<file path="config.mk">
export PLATFORM = sky130hd
export DESIGN_NAME = return_addr_stack
export DESIGN_NICKNAME = d
export VERILOG_FILES = /design/src/rtl/return_addr_stack.sv
export SDC_FILE = /design/constraint.sdc
export NUM_CORES = 1
export LEC_CHECK = 0
export ABC_AREA = 1
export CAP_MARGIN = 40
export CORE_MARGIN = 8
export CORE_UTILIZATION = 30
export DETAILED_ROUTE_END_ITERATION = 10
export GPL_TIMING_DRIVEN = 1
export SYNTH_ARGS = -nofsm -noshare
export SYNTH_HDL_FRONTEND = slang
export SYNTH_SLANG_ARGS = --single-unit
</file>
<file path="constraint.sdc">
create_clock -name clk -period 5 [get_ports clk]
set_input_delay 1.5 -clock clk [delete_from_list [all_inputs] [get_ports clk]]
set_output_delay 1.5 -clock clk [all_outputs]
set_load 0.005 [all_outputs]
</file>
<file path="src/rtl/return_addr_stack.sv">
// Return-address stack: CALL pushes pc_in+1, RET pops; top entry drives ra_out. Optional macro RAS_WRAP_EN makes it circular.
// Latency: push/pop at edge N is visible on ra_out and flags after edge N; outputs depend on registered state only.
// Backpressure: none; a push while full is dropped (or overwrites the oldest entry) and pop while empty is ignored, both flagged sticky.
module return_addr_stack #(
    parameter int DEPTH = 8,
    parameter int AW    = 16
) (
    input  logic          clk,
    input  logic          rst,
    input  logic          push_in,
    input  logic          pop_in,
    input  logic [AW-1:0] pc_in,
    output logic [AW-1:0] ra_out,
    output logic          empty_out,
    output logic          full_out,
    output logic          ovf_out,
    output logic          udf_out
);
    localparam int SPW = $clog2(DEPTH);
    localparam int CW  = SPW + 1;

    logic [AW-1:0]  r_mem [DEPTH];
    logic [SPW-1:0] r_sp;
    logic [CW-1:0]  r_cnt;
    logic           r_ovf;
    logic           r_udf;

    logic [AW-1:0]  w_push_val;
    logic [SPW-1:0] w_top_idx;
    logic           w_empty;
    logic           w_full;

    assign w_push_val = pc_in + AW'(1);
    // sp is DEPTH-modular, so sp-1 also addresses the top of a full stack
    assign w_top_idx  = r_sp - SPW'(1);
    assign w_empty    = (r_cnt == '0);
    assign w_full     = (r_cnt == CW'(DEPTH));

    assign ra_out    = w_empty ? '0 : r_mem[w_top_idx];
    assign empty_out = w_empty;
    assign full_out  = w_full;
    assign ovf_out   = r_ovf;
    assign udf_out   = r_udf;

    always_ff @(posedge clk or posedge rst) begin
        if (rst) begin
            for (int i = 0; i < DEPTH; i++) begin
                r_mem[i] <= '0;
            end
            r_sp  <= '0;
            r_cnt <= '0;
            r_ovf <= 1'b0;
            r_udf <= 1'b0;
        end else if (push_in && pop_in && !w_empty) begin
            r_mem[w_top_idx] <= w_push_val;
        end else if (push_in) begin
            if (!w_full) begin
                r_mem[r_sp] <= w_push_val;
                r_sp        <= r_sp + SPW'(1);
                r_cnt       <= r_cnt + CW'(1);
            end else begin
                r_ovf <= 1'b1;
`ifdef RAS_WRAP_EN
                r_mem[r_sp] <= w_push_val;
                r_sp        <= r_sp + SPW'(1);
`endif
            end
        end else if (pop_in) begin
            if (!w_empty) begin
                r_sp  <= r_sp - SPW'(1);
                r_cnt <= r_cnt - CW'(1);
            end else begin
                r_udf <= 1'b1;
            end
        end
    end

    a_ctrl_known: assert property (@(posedge clk) disable iff (rst)
        !$isunknown({push_in, pop_in}));

`ifndef RAS_WRAP_EN
    // without wrap, sp always equals occupancy modulo DEPTH
    a_sp_no_wrap: assert property (@(posedge clk) disable iff (rst)
        r_sp == r_cnt[SPW-1:0]);
`endif

endmodule

</file>
After elaboration in Yosys (flattened, before gate mapping). Cells that the tools add are included. W data, S select, Z words.

Mux-type cells: 21. Reduce and logical (&&, ||, !) cells: 12. Order comparisons: 4. $add $sub $neg: 5. Bitwise logic cells: 4. Eq/ne operators: 4.

Operators by type and width (number): $mux W128 (3); $bwmux W128 (2); $demux W16 S3 (2); $mux W16 (5); $bmux W16 S3 (1); $add A16 B1 Y16 const B (1); $mux W4 (4); $mux W3 (4); $ge A4 B4 Y1 const B (2); $lt A4 B1 Y1 const B (2); $not A3 Y4 (2); $reduce_and A4 Y1 (2); $add A4 B1 Y4 const B (1); $eq A4 B4 Y1 const B (1); $logic_and A1 B1 Y1 (4); $logic_not A4 Y1 (1); $ne A2 B2 Y1 const B (2); $reduce_bool A2 Y1 (2); $sub A4 B1 Y4 const B (1); $add A3 B1 Y3 const B (1); $reduce_and A3 Y1 (1); $sub A3 B1 Y3 const B (1); $ne A2 B1 Y1 const B (1); $not A1 Y1 (2); 2 further kinds (2).

Output and inout port bits: 20. Register bits: 137.

Depth between registers and ports, before layout.
Depth after elaboration: 9. Mapped depth: 15. Mapped depth without buffers: 11.

Worst setup path before layout. OpenSTA, ideal clock, no wires.

Path type: register to output. Start: register r_sp[0]. End: output ra_out[10]. Data arrival time: 2.059 ns. Slack: 1.441 ns. Buffers on the path: 4. Stages on the path, launching flop included: 11. Data required time: 3.500 ns. Cell sequence: dfrtp_1 -> inv_2 -> buf_2 -> buf_1 -> ha_1 -> nand2_4 -> nand2_4 -> buf_6 -> clkbuf_1 -> nand3_1 -> a21oi_1.

Longest elaborated chain between the ends: 6.

RTL lines: from (decl) (RTL line 23) `logic [SPW-1:0] r_sp;`; from (signal assigned) (RTL line 59) `r_sp <= r_sp + SPW'(1);`; from (signal assigned) (RTL line 70) `r_sp <= r_sp - SPW'(1);`; $sub A3 B1 Y3 (RTL line 35) `assign w_top_idx = r_sp - SPW'(1);`; net w_top_idx[0] (RTL line 29) `logic [SPW-1:0] w_top_idx;`; $not A3 Y4 (implied by the code) (RTL line 39) `assign ra_out = w_empty ? '0 : r_mem[w_top_idx];`; $bmux W16 S3 (RTL line 39); $mux W16 (implied by the code) (2 in a row) (RTL line 39); $mux W16 (RTL line 39); to (decl) (RTL line 13) `output logic [AW-1:0] ra_out,`.

The timed path passes the listed nets, and every way through them passes these cells. The select of a mux whose other input is x is not followed.

Worst setup path after layout.
Start: register r_sp[1]. End: output ra_out[3].

Longest elaborated chain between the ends: 6.

RTL lines (RTL line): $sub A3 B1 Y3 (35); $not A3 Y4 (implied by the code) (39); $bmux W16 S3 (39); $mux W16 (implied by the code) (2 in a row) (39); $mux W16 (39).

Every way passes these cells. The select of a mux whose other input is x is not followed.

==> metrics.cfg <==
[placement]
dp_hpwl_um=14130
gp_congestion=0.8513
dp.cells=1321
portBuffers=39

[power_and_ir_drop]
p_per_area_mw_per_mm2=727.3
leakage_nw=4.238
peakVddDrop_mv=0.3696

[timing]
worst_pin_slew_ps=932.4
tns_ps=0
rsz0062_at_grt=no
hold_viol=0
slew_headroom=0.3784
setup_viol=0
period_needed_ps=4739
fmax_ghz=0.2110
slew_viol_final=0
min_period_over_period=0.9477
clock_skew_ps=5.256

[layout]
instances_no_fill=1352
syn_to_final_growth_pct=16.60
nets=1042
antenna_cells=0
drive_above_1_share=0.09047

[status]
status=completed

[worst_setup_path]
path_class=reg -> out
arrival_ps=3240
reg2reg_from=r_sp[1]$_DFFE_PP0P_
ff2ff_setup_slack_ps=2500
worstPathRequired_ps=3500
r2r-end=r_mem[111]$_DFFE_PP0P_
critPathLaunchType=flip-flop
crit_fanout=22
reg2reg_depth=9
cp-end-kind=output pin

[clock_tree]
insertion_delay_ps=430
clock-sinks=137
ctsRootBufferMaster=clkbuf_16
cts_tree=yes
postCtsHoldBufs=0
post_cts_buffers=0
cts_buffer_depth=2
cts_htree_levels=4
cts_resized=0
path_clk_slew_ps=50
numCtsBuffers=17

[global_routing]
grt_max_degree=75
grt_use_total=0.1484
overflow=0
grt_pass1_vias=6437
antenna_found_initial=0
grt_pass1_wl_um=35820

[synth]
synth_nets=1020
synth_area_mm2=0.007441
synth_top_family_by_area=simple AND/OR/NAND/NOR gates
yosys.area_share.simple=0.4007
syn_avg_cell_area_um2=7.486
synth_mux_area_frac=0
synth_compound_area_frac=0.05196
yosys_warnings=0
synth_xor_xnor_area_share=0.02203
ys_seq_area_frac=0.4607
synth_cell_types=35
synthAdderAreaFrac=0.01110
postSynthCellCount=994
ys_ff_latch=137

[floorplanning]
die_x_um=173.5
ios=40
initial_core_util=0.3060
num_rows=57
design.die.area_mm2=0.03010
die_y_um=173.5
core_mm2=0.02432

[routing]
drt_iter0_drc=665
postRouteAntennaNets=0
vias=6642
totalWireLength_um=22040
wl_per_cell_um=16.30
dr.pass1.iters=7
post-route-drc-count=0
via_per_inst=4.913

[hold_path]
worstHoldStart=udf_out$_DFFE_PP0P_
min_to=udf_out$_DFFE_PP0P_
hp-class=reg -> reg
whs_path_depth=1

[flow_run]
drv_cap=0

cells in the final DEF, fill, tap and decap left out, types with 5 or more instances in the layout:
cell             instances
nand2_1                551
dfrtp_1                136
nand3_1                 67
a21oi_1                 50
clkdlybuf4s50_1         39
o21ai_0                 23
clkbuf_16               17
nor2_1                  14
nand4_1                 14
xor2_1                  12
inv_1                   11
nand2_4                  8
nor2_4                   8
nand2_2                  8
buf_4                    7
inv_2                    6
nand3_2                  6
ha_1                     5
where the power goes:
part	switching [mW]	internal, mW
clock	0.496	0.848
sequential	0.302	1.62
combinational	1.91	1.13
layout make-up:
cell class | count | area, µm²
repair buffers | 49 | 503.0
multi-input cells | 787 | 3615
clock inverters | 10 | 166.4
well taps | 324 | 405.4
fillers | 2499 | 15640
clock buffers | 21 | 450.4
inverters | 24 | 106.4
flip-flops and latches | 137 | 3430
registers in the layout, summed over array words and instances, names as in the netlist:
signal   cells
udf_out      1
ovf_out      1
r_cnt        4
r_sp         3
r_mem      128
cell usage after synthesis (all sizes together):
cell type | instances | area, µm²
nand2 | 569 | 2248
a21oi | 50 | 250.2
buf | 37 | 260.3
and2 | 1 | 6.260
nor2 | 26 | 167.7
a31o | 1 | 8.760
clkinv | 3 | 11.26
inv | 21 | 91.34
clkbuf | 9 | 35.03
o21bai | 1 | 7.510
xnor2 | 5 | 58.81
fa | 1 | 20.02
or2 | 1 | 6.260
xor2 | 12 | 105.1
dfrtp | 137 | 3428
o21ai | 24 | 120.1
nand4 | 14 | 87.58
nand3 | 77 | 465.5
ha | 5 | 62.56
critical path: stages (launching register included):
cell and delay [ps]:
dfrtp_1 440, inv_1 180, ha_1 260, inv_2 60, nand2_4 90, nand2_4 190, inv_1 560, o21ai_0 200
a21oi_1 230, clkdlybuf4s50_1 580
through the flow:
step | setup WS, ps | instance area, µm² | util | hold WS, ps | power (mW)
floorplan | 1441 | 7445 | - | 442.2 | 3.858
global placement | 966.0 | 8031 | 0.3302 | 452.1 | 4.937
detailed placement | 801.0 | 8059 | 0.3314 | 455.4 | 4.954
CTS | 322.3 | 8676 | 0.3567 | 468.0 | 6.332
global route | 100.5 | 8676 | 0.3567 | 490.7 | 6.766
finish | 261.3 | 8676 | 0.3567 | 462.4 | 6.310
worst max path at each step:
stage               cells after the start    endpoint  slack, ps           startpoint
finish                                  9   ra_out[3]        260  r_sp[1]$_DFFE_PP0P_
global placement                        9   ra_out[2]        970  r_sp[1]$_DFFE_PP0P_
floorplan                              10  ra_out[10]       1440  r_sp[0]$_DFFE_PP0P_
CTS                                     9   ra_out[2]        320  r_sp[1]$_DFFE_PP0P_
detailed placement                      9   ra_out[2]        800  r_sp[1]$_DFFE_PP0P_
global route                            9   ra_out[2]        100  r_sp[1]$_DFFE_PP0P_
metal layers:
layer / track usage / vias to the layer above / share of wire
met5: 0 / - / 0
met4: 0.04923 / 0 / 0.017
met3: 0.03463 / 30 / 0.076
met2: 0.2260 / 239 / 0.44
met1: 0.2036 / 3187 / 0.47
li1: - / 3186 / -
kinds of logic after synthesis:
| logic type | after synthesis |
|---|---|
| and+or+nand+nor | 688 |
| xor gates and xnor gates | 17 |
| buffers and inverters | 70 |
| adders and majority gates | 6 |
| DFF | 137 |
| AOI/OAI and AO/OA | 76 |
Note: power is estimated with default switching activity, not from simulation.
